--- src/rtl/hdmi_period_tracker.sv ---
// hdmi_period_tracker: follows the HDMI control / preamble / guard-band /
// video / data-island sequence seen on the three decoded TMDS channels,
// measures the active video geometry and pulses err on protocol violations.
module hdmi_period_tracker #(
    parameter int PRE_LEN = 8,
    parameter int CNT_W   = 12
) (
    input  logic             pclk,
    input  logic             reset_n,
    input  logic             all_rdy,
    input  logic             de0,
    input  logic             de1,
    input  logic             de2,
    input  logic             c0_0,
    input  logic             c1_0,
    input  logic             c0_1,
    input  logic             c1_1,
    input  logic             c0_2,
    input  logic             c1_2,
    input  logic             ctl_vld1,
    input  logic             ctl_vld2,
    input  logic             vgb0,
    input  logic             dgb1,
    input  logic             dgb2,
    output logic             hsync,
    output logic             vsync,
    output logic             vid_active,
    output logic             di_active,
    output logic             hdmi_mode,
    output logic             frame_start,
    output logic [CNT_W-1:0] h_active,
    output logic [CNT_W-1:0] v_active,
    output logic             err
);

    localparam int               PRE_W    = $clog2(PRE_LEN + 1);
    localparam logic [PRE_W-1:0] PRE_FULL = PRE_W'(PRE_LEN);
    localparam logic [PRE_W-1:0] PRE_ONE  = PRE_W'(1);
    localparam logic [PRE_W-1:0] PRE_ZERO = {PRE_W{1'b0}};
    localparam logic [CNT_W-1:0] CNT_ONE  = CNT_W'(1);
    localparam logic [CNT_W-1:0] CNT_ZERO = {CNT_W{1'b0}};
    localparam logic [CNT_W-1:0] CNT_MAX  = {CNT_W{1'b1}};
    localparam logic [CNT_W-1:0] ISL_MASK = CNT_W'(31);

    typedef enum logic [2:0] {
        S_CTRL, S_PRE_V, S_PRE_D, S_VGB, S_VIDEO, S_DGB_L, S_ISLAND, S_DGB_T
    } state_t;

    // Saturating increment shared by the pixel, line and island counters.
    function automatic logic [CNT_W-1:0] sat_inc(input logic [CNT_W-1:0] v);
        if (v == CNT_MAX) begin
            return v;
        end else begin
            return v + CNT_ONE;
        end
    endfunction

    state_t           state_q, state_d;
    logic [PRE_W-1:0] pre_q, pre_d;
    logic [1:0]       gb_q, gb_d;
    logic [CNT_W-1:0] pix_q, pix_d, isl_q, isl_d, line_q, line_d;
    logic [CNT_W-1:0] h_act_q, h_act_d, v_act_q, v_act_d;
    logic             hsync_q, hsync_d, vsync_q, vsync_d;
    logic             vid_q, vid_d, di_q, di_d, hdmi_q, hdmi_d;
    logic             fs_q, fs_d, err_q, err_d;

    logic [3:0] ctl_bits_s;
    logic       tok_s, pre_vid_s, pre_isl_s, de_all_s, dgb_s, isl_ok_s;

    assign ctl_bits_s = {c1_2, c0_2, c1_1, c0_1};
    assign tok_s      = ctl_vld1 & ctl_vld2;
    assign pre_vid_s  = tok_s & (ctl_bits_s == 4'b0001);
    assign pre_isl_s  = tok_s & (ctl_bits_s == 4'b0101);
    assign de_all_s   = de0 & de1 & de2;
    assign dgb_s      = dgb1 & dgb2;
    // A legal island is a whole, nonzero number of 32-pixel packets.
    assign isl_ok_s   = (isl_q != CNT_ZERO) && ((isl_q & ISL_MASK) == CNT_ZERO);

    // Next-state logic for the period FSM, counters and all outputs.
    always_comb begin
        state_d = state_q;
        pre_d   = pre_q;
        gb_d    = gb_q;
        pix_d   = pix_q;
        isl_d   = isl_q;
        line_d  = line_q;
        h_act_d = h_act_q;
        v_act_d = v_act_q;
        hsync_d = hsync_q;
        vsync_d = vsync_q;
        hdmi_d  = hdmi_q;
        err_d   = 1'b0;
        fs_d    = 1'b0;
        if (!all_rdy) begin
            // Link lost: restart tracking but keep the last sync levels and geometry.
            state_d = S_CTRL;
            pre_d   = PRE_ZERO;
            gb_d    = 2'd0;
            pix_d   = CNT_ZERO;
            isl_d   = CNT_ZERO;
            line_d  = CNT_ZERO;
            hdmi_d  = 1'b0;
        end else begin
            if (!de0) begin
                hsync_d = c0_0;
                vsync_d = c1_0;
            end else begin
                hsync_d = hsync_q;
                vsync_d = vsync_q;
            end
            case (state_q)
                S_CTRL: begin
                    if (pre_vid_s) begin
                        state_d = S_PRE_V;
                        pre_d   = PRE_ONE;
                    end else if (pre_isl_s) begin
                        state_d = S_PRE_D;
                        pre_d   = PRE_ONE;
                    end else begin
                        state_d = S_CTRL;
                    end
                end
                S_PRE_V: begin
                    if (vgb0) begin
                        if (pre_q >= PRE_FULL) begin
                            state_d = S_VGB;
                            gb_d    = 2'd1;
                        end else begin
                            err_d   = 1'b1;
                            state_d = S_CTRL;
                        end
                    end else if (pre_vid_s) begin
                        if (pre_q < PRE_FULL) begin
                            pre_d = pre_q + PRE_ONE;
                        end else begin
                            pre_d = pre_q;
                        end
                    end else if (pre_isl_s) begin
                        state_d = S_PRE_D;
                        pre_d   = PRE_ONE;
                    end else begin
                        state_d = S_CTRL;
                    end
                end
                S_PRE_D: begin
                    if (dgb_s) begin
                        if (pre_q >= PRE_FULL) begin
                            state_d = S_DGB_L;
                            gb_d    = 2'd1;
                        end else begin
                            err_d   = 1'b1;
                            state_d = S_CTRL;
                        end
                    end else if (pre_isl_s) begin
                        if (pre_q < PRE_FULL) begin
                            pre_d = pre_q + PRE_ONE;
                        end else begin
                            pre_d = pre_q;
                        end
                    end else if (pre_vid_s) begin
                        state_d = S_PRE_V;
                        pre_d   = PRE_ONE;
                    end else begin
                        state_d = S_CTRL;
                    end
                end
                S_VGB: begin
                    if (gb_q == 2'd1) begin
                        if (vgb0) begin
                            gb_d = 2'd2;
                        end else begin
                            err_d   = 1'b1;
                            state_d = S_CTRL;
                        end
                    end else if (de_all_s && !vgb0) begin
                        // The first video pixel arrives on the cycle after the guard band.
                        state_d = S_VIDEO;
                        pix_d   = CNT_ONE;
                    end else begin
                        err_d   = 1'b1;
                        state_d = S_CTRL;
                    end
                end
                S_VIDEO: begin
                    if (de_all_s) begin
                        pix_d = sat_inc(pix_q);
                    end else begin
                        h_act_d = pix_q;
                        line_d  = sat_inc(line_q);
                        pix_d   = CNT_ZERO;
                        state_d = S_CTRL;
                    end
                end
                S_DGB_L: begin
                    if (gb_q == 2'd1) begin
                        if (dgb_s) begin
                            gb_d = 2'd2;
                        end else begin
                            err_d   = 1'b1;
                            state_d = S_CTRL;
                        end
                    end else if (dgb_s) begin
                        err_d   = 1'b1;
                        state_d = S_CTRL;
                    end else begin
                        state_d = S_ISLAND;
                        isl_d   = CNT_ONE;
                    end
                end
                S_ISLAND: begin
                    if (dgb_s) begin
                        state_d = S_DGB_T;
                        gb_d    = 2'd1;
                        if (isl_ok_s) begin
                            hdmi_d = 1'b1;
                        end else begin
                            err_d = 1'b1;
                        end
                    end else begin
                        isl_d = sat_inc(isl_q);
                    end
                end
                S_DGB_T: begin
                    if (gb_q == 2'd1) begin
                        if (dgb_s) begin
                            gb_d = 2'd2;
                        end else begin
                            err_d   = 1'b1;
                            state_d = S_CTRL;
                        end
                    end else if (dgb_s) begin
                        err_d   = 1'b1;
                        state_d = S_CTRL;
                    end else begin
                        state_d = S_CTRL;
                    end
                end
                default: begin
                    state_d = S_CTRL;
                end
            endcase
            // A line ending in this cycle is already in line_d, so it lands in v_active.
            if (vsync_d && !vsync_q) begin
                fs_d    = 1'b1;
                v_act_d = line_d;
                line_d  = CNT_ZERO;
            end else begin
                fs_d = 1'b0;
            end
        end
        vid_d = (state_d == S_VIDEO);
        di_d  = (state_d == S_ISLAND);
    end

    // State, counters and every output register.
    always_ff @(posedge pclk or negedge reset_n) begin
        if (!reset_n) begin
            state_q <= S_CTRL;
            pre_q   <= PRE_ZERO;
            gb_q    <= 2'd0;
            pix_q   <= CNT_ZERO;
            isl_q   <= CNT_ZERO;
            line_q  <= CNT_ZERO;
            h_act_q <= CNT_ZERO;
            v_act_q <= CNT_ZERO;
            hsync_q <= 1'b0;
            vsync_q <= 1'b0;
            vid_q   <= 1'b0;
            di_q    <= 1'b0;
            hdmi_q  <= 1'b0;
            fs_q    <= 1'b0;
            err_q   <= 1'b0;
        end else begin
            state_q <= state_d;
            pre_q   <= pre_d;
            gb_q    <= gb_d;
            pix_q   <= pix_d;
            isl_q   <= isl_d;
            line_q  <= line_d;
            h_act_q <= h_act_d;
            v_act_q <= v_act_d;
            hsync_q <= hsync_d;
            vsync_q <= vsync_d;
            vid_q   <= vid_d;
            di_q    <= di_d;
            hdmi_q  <= hdmi_d;
            fs_q    <= fs_d;
            err_q   <= err_d;
        end
    end

    assign hsync       = hsync_q;
    assign vsync       = vsync_q;
    assign vid_active  = vid_q;
    assign di_active   = di_q;
    assign hdmi_mode   = hdmi_q;
    assign frame_start = fs_q;
    assign h_active    = h_act_q;
    assign v_active    = v_act_q;
    assign err         = err_q;

endmodule

--- config.mk ---
export PLATFORM = sky130hd
export DESIGN_NAME = hdmi_period_tracker
export DESIGN_NICKNAME = d
export VERILOG_FILES = /design/src/rtl/hdmi_period_tracker.sv
export SDC_FILE = /design/constraint.sdc
export NUM_CORES = 1
export LEC_CHECK = 0
export CAP_MARGIN = 20
export CORE_MARGIN = 1
export CORE_UTILIZATION = 53
export CTS_BUF_LIST = sky130_fd_sc_hd__clkbuf_4 sky130_fd_sc_hd__clkbuf_8
export CTS_CLUSTER_SIZE = 10
export DETAILED_ROUTE_END_ITERATION = 6
export HOLD_SLACK_MARGIN = 0.08
export PLACE_DENSITY = 0.89
export SKIP_LAST_GASP = 1
export SYNTH_ARGS = -nofsm -noshare
export SYNTH_HDL_FRONTEND = slang
export SYNTH_SLANG_ARGS = --single-unit
export TNS_END_PERCENT = 10
--- constraint.sdc ---
create_clock -name pclk -period 2.1 [get_ports pclk]
set_clock_uncertainty 0.2 [all_clocks]
set_input_delay 0.42 -clock pclk [delete_from_list [all_inputs] [get_ports pclk]]
set_output_delay 0.42 -clock pclk [all_outputs]
set_load 0.01 [all_outputs]
* After elaboration in Yosys (flattened, before gate mapping)
Cells that the tools add are included.
** Storage, ports and cells
- Bits in registers :: 76
- Bits in latches :: 0
- Memory bits (writable) :: 0
- Memory bits (read-only) :: 0
- Input bits :: 17
- Output and inout bits :: 31
- Logic and storage cells :: 163
- Memories kept :: 0
** Operators by class
- $add $sub $neg :: 4
- Multiply operators :: 0
- Div/mod/pow operators :: 0
- Magnitude comparators :: 2
- Equality and inequality tests :: 39
- Shift operators :: 0
- Mux-type cells :: 78
- Bitwise gates (word level) :: 8
- Reduce and logical (&&, ||, !) cells :: 17
** Operators by type and width (number)
- 12-bit 2-to-1 mux :: 15
- 12-bit one-hot mux with 2 select lines :: 2
- 3-bit 2-to-1 mux :: 15
- 3-bit != test, second input constant :: 13
- 12-bit by 1-bit adder with 12-bit output, second input constant :: 3
- 12-bit equality test, second input constant :: 3
- 4-bit 2-to-1 mux :: 9
- 2-bit 2-to-1 mux :: 12
- 3-bit one-hot mux with 8 select lines :: 1
- 1-bit 2-to-1 mux :: 21
- 3-bit equality test, second input constant :: 6
- 12-bit zero test :: 1
- 4-bit one-hot mux with 3 select lines :: 1
- 12-bit nonzero test :: 1
- 2-bit one-hot mux with 5 select lines :: 1
- 4-bit != test, second input constant :: 2
- 4-bit AND reduction :: 2
- 8-bit AND reduction :: 1
- 1-bit AND :: 6
- 3-bit by 2-bit equality test with 1-bit output, second input constant :: 2
- 2-bit by 1-bit != test with 1-bit output, second input constant :: 3
- 3-bit by 1-bit != test with 1-bit output, second input constant :: 2
- 3-bit by 2-bit != test with 1-bit output, second input constant :: 2
- 6-bit by 2-bit != test with 1-bit output, second input constant :: 1
- 17 further kinds :: 23

* Logic depth before layout (Yosys ltp)
- Depth in word-level cells :: 8
- Mapped depth :: 8
- Gate-level depth less buffers :: 6

* Worst setup path before layout
OpenSTA, ideal clock, no wires.
- Path kind :: input port to flip-flop
- Start :: in c0_2
- End :: reg pre_q[1]
- Setup time :: 0.090 ns
- Arrival time :: 1.902 ns
- Data required time :: 1.810 ns
- Slack :: -0.092 ns
- Stages :: 6
- Path buffers :: 1
- Path through :: clkbuf_1 > or3b_4 > a2111oi_4 > nand3_2 > or3b_1 > o221ai_1
** On the way
- Cells in the longest elaborated chain, start to end :: 7
- Elaborated cells between the ends (all ways) :: 14
- Classes of those cells :: 3 x eq/ne; 8 x mux; 2 x bitwise; 1 x reduce/logical
** Ends and longest elaborated chain
- from (decl) :: line 18 : input logic c0_2,
- 4-bit by 3-bit equality test with 1-bit output :: line 73 : assign pre_isl_s = tok_s & (ctl_bits_s == 4'b0101);
- 1-bit AND :: line 73
- 4-bit 2-to-1 mux
- 4-bit 2-to-1 mux :: line 132 : end else if (pre_vid_s) begin
- 4-bit 2-to-1 mux :: line 124 : if (vgb0) begin
- 4-bit one-hot mux with 3 select lines :: line 111 : case (state_q)
- 4-bit 2-to-1 mux :: line 94 : if (!all_rdy) begin
- to (signal assigned) :: line 275 : pre_q <= pre_d;
- to (decl) :: line 59 : logic [PRE_W-1:0] pre_q, pre_d;
Several ways; a longest one is shown, not always the timed one. The select of a mux whose other input is x is not followed.
A chain may end at the register's enable or synchronous reset.

* Final worst setup path
- Start :: reg state_q[1]
- End :: reg v_act_q[11] (netlist: v_active[11])
** On the way
- Cells in the longest elaborated chain, start to end :: 2
** Ends and longest elaborated chain
- from (decl) :: line 58 : state_t state_q, state_d;
- from (signal assigned) :: line 274 : state_q <= state_d;
- 3-bit equality test :: line 111
- 12-bit 2-to-1 mux :: line 111
- to (signal assigned) :: line 281 : v_act_q <= v_act_d;
- to (decl) :: line 62 : logic [CNT_W-1:0] h_act_q, h_act_d, v_act_q, v_act_d;
No other way between the ends.

==> results_dict.tcl <==
set metrics [dict create \
    status "complete, but fails checks" \
    failed_checks "negative setup slack" \
    end_kind "register" \
    syn_area_per_cell_sq_um 9.74 \
    clockBufferDepth 2 \
    slowest_delay_ns 0.48 \
    io_buffers 47 \
    timing.rr.end "v_active[11]$_DFFE_PN0P_" \
    fillerInstances 419 \
    cts_tree "built" \
    power_mw 3.15 \
    reg2reg_slack_ns -0.16 \
    worst-path-buf-inv 1 \
    worst_pin_slew_ns 0.625 \
    num_rows 31 \
    cp_num_cells 6 \
    htree_levels 3 \
    overflow 0 \
    fin_tns_setup_ns -1.25 \
    setup_slack_ns -0.156 \
    grt_pass1_wl_microns 19300 \
    antenna_found_initial 0 \
    drtPass1Iterations 7 \
    yosysMostFrequentCell "dfrtp_1" \
    ys.flop_type "dfrtp_1" \
    maxCapViolCount 0 \
    syn_area_sq_mm 0.00415 \
    drive_above_1_share 0.292 \
    place_ws_ns -0.559 \
    yosys_warnings 0 \
    r2r_cells 6 \
    grt_setup_unrepaired "yes" \
    period_needed_ns 2.26 \
    clk_latency_ns 0.36 \
    dp_hpwl_microns 7930 \
    grt_start_max_net_pins 33 \
    fp.dieArea_sq_mm 0.00818 \
    clkSinkCount 76 \
    crit_fanout 7 \
    min_period_over_period 1.07 \
    drc_errors 0 \
    grt_usage 0.298 \
    leakagePower_nw 2.46 \
    avgRoutedWirePerCell_microns 19.8 \
    ant_nets 0 \
    holdPathStages 2 \
    drtIter0Drc 522 \
    worstSetupPathType "reg2reg" \
    gp_congestion 0.886 \
    start_util 0.560 \
    synth-seq-cells 76 \
    ys_seq_area_frac 0.459 \
    setup_violations 33 \
    synth_top_cells_by_count "76 x dfrtp_1, 49 x nand2_1, 34 x o21ai_0, 26 x nor2_1, 20 x a21oi_1" \
    r2r-start "state_q[1]$_DFF_PN0_" \
    layout.nets 576 \
    slew_headroom 0.578 \
    p_per_area_mw_per_mm2 551 \
    synth_top_area_cell "dfrtp_1" \
    synth_fp_nets 449 \
    routed_wl_microns 13000 \
    path_clk_slew_ns 0.08 \
    min_from "v_active[10]$_DFFE_PN0P_" \
    setup.worst_path.start_class "register" \
    die_w_microns 90.5 \
    synthArstFlopShare 1.00 \
    drv_slew 0 \
    synth_top_area_frac 0.459 \
    worstPathRequired_ns 2.12 \
    synth_edf_count 0 \
    finalHoldViolCount 0 \
    clock-root-buffer "clkbuf_8" \
    hp-class "reg2reg" \
    dr_total_vias 4207 \
    crit_chain "nor3b_2 -> buf_4 -> nand3_1 -> nor4_1 -> mux2i_1 -> o21ai_0" \
    crit_family "simple AND/OR/NAND/NOR gates" \
    die_h_microns 90.5 \
    clock.fmax_mhz 443 \
    grt_pass1_vias 4111 \
    yosysUniqueCellTypes 64 \
    netlist_instances 426 \
    ios 48 \
    min_to "v_active[10]$_DFFE_PN0P_" \
    syn_to_final_growth_pct 37.7 \
    worstPathArrival_ns 2.28 \
    diodes 0 \
    fp.coreArea_sq_mm 0.00741 \
    numCtsBuffers 9 \
    peakVddDrop_v 0.000435 \
    slowest_stage "dfrtp_2" \
    synth_area_leaders "dfrtp_1 46%, nand2_1 4.4%, o21ai_0 4.1%, mux2_2 3.5%, a21oi_1 2.4%" \
    viasPerCell 6.40 \
]
[worst max-delay path by stage]
stage | start | end
after floorplan | c0_2 | pre_q[1]$_DFFE_PN0P_
after global placement | de0 | pix_q[10]$_DFFE_PN0P_
after detailed placement | de2 | pix_q[11]$_DFFE_PN0P_
after CTS | state_q[0]$_DFF_PN0_ | pre_q[1]$_DFFE_PN0P_
after global routing | state_q[1]$_DFF_PN0_ | v_active[11]$_DFFE_PN0P_
final | state_q[1]$_DFF_PN0_ | v_active[11]$_DFFE_PN0P_
[sequential cells by signal, indices dropped and copies added, names as in the netlist]
name,flops
di_active,1
err,1
frame_start,1
gb_q,2
h_active,12
hdmi_mode,1
hsync,1
isl_q,12
line_q,12
pix_q,12
pre_q,4
state_q,3
v_active,12
vid_active,1
vsync,1
[layout make-up]
type / instances / area [sq um] / share of cell area
clock inverter: 6 / 63.8 / 0.0112
sequential: 76 / 1900 / 0.333
timing repair buffer: 136 / 1180 / 0.206
tap: 99 / 124 / 0.0217
inverter: 15 / 56.3 / 0.00986
clock buffer: 10 / 131 / 0.0230
multi-input combinational: 315 / 2250 / 0.395
[power breakdown]
group / internal [mW] / switching [mW]
combinational: 0.244 / 0.266
sequential: 1.48 / 0.0268
clock: 0.562 / 0.564
total: 2.29 / 0.857
[layout by cell type, fill, tap and decap left out, types with 4 or more instances in the layout]
cell type,instances
dlygate4sd2_1,4
o31ai_1,6
or2_2,4
and3_1,6
nor2_1,26
inv_1,15
o21a_1,4
ha_1,6
clkbuf_8,9
or3_1,10
buf_4,82
clkdlybuf4s50_1,42
or4_4,4
nand2b_1,6
a21oi_1,19
mux2_2,13
dfrtp_1,74
xnor2_1,9
nand2_1,49
buf_6,5
o21ai_0,34
nor3_1,5
nand3_1,15
nand4_1,14
mux2i_1,6
[worst register-to-register path: stages, from the launching register on]
cell and delay [ns]:
dfrtp_2 0.48, nor3b_2 0.26, buf_4 0.18, nand3_1 0.19, nor4_1 0.31, mux2i_1 0.35
o21ai_0 0.15
[cells by family after synthesis]
group / after synthesis / synth area share
buf+inv: 37 / 0.0398
compound gates: 97 / 0.168
xor+xnor: 11 / 0.0232
simple gates: 180 / 0.243
mux: 19 / 0.0498
fa+ha+maj: 6 / 0.0181
flops: 76 / 0.459
[layer usage]
layer  part of all wire  vias up  track usage
li1                   -     1803            -
met1               0.38     2046        0.366
met2               0.49      275        0.490
met3              0.078       83       0.0463
met4              0.054        0        0.191
met5                  0        -            0
[repair_timing]
action,4_1_cts,5_1_grt
gates cloned,0,2
pin swaps,8,11
endpoints found under the hold margin,30,0
hold buffers,1,0
buffers inserted,4,4
gates resized for setup,18,24
setup endpoints to repair,30,46
[per-stage QoR]
step / hold slack (ns) / utilization / instance area [sq um] / cells
2_1_floorplan: -0.0756 / - / 4150 / 426
3_3_place_gp: 0.179 / 0.712 / 5280 / 631
3_5_place_dp: 0.191 / 0.712 / 5280 / 631
4_1_cts: 0.290 / 0.748 / 5540 / 651
5_1_grt: 0.320 / 0.771 / 5710 / 657
6_report: 0.287 / 0.771 / 5710 / 657
Power figures use the tool's default switching activity.
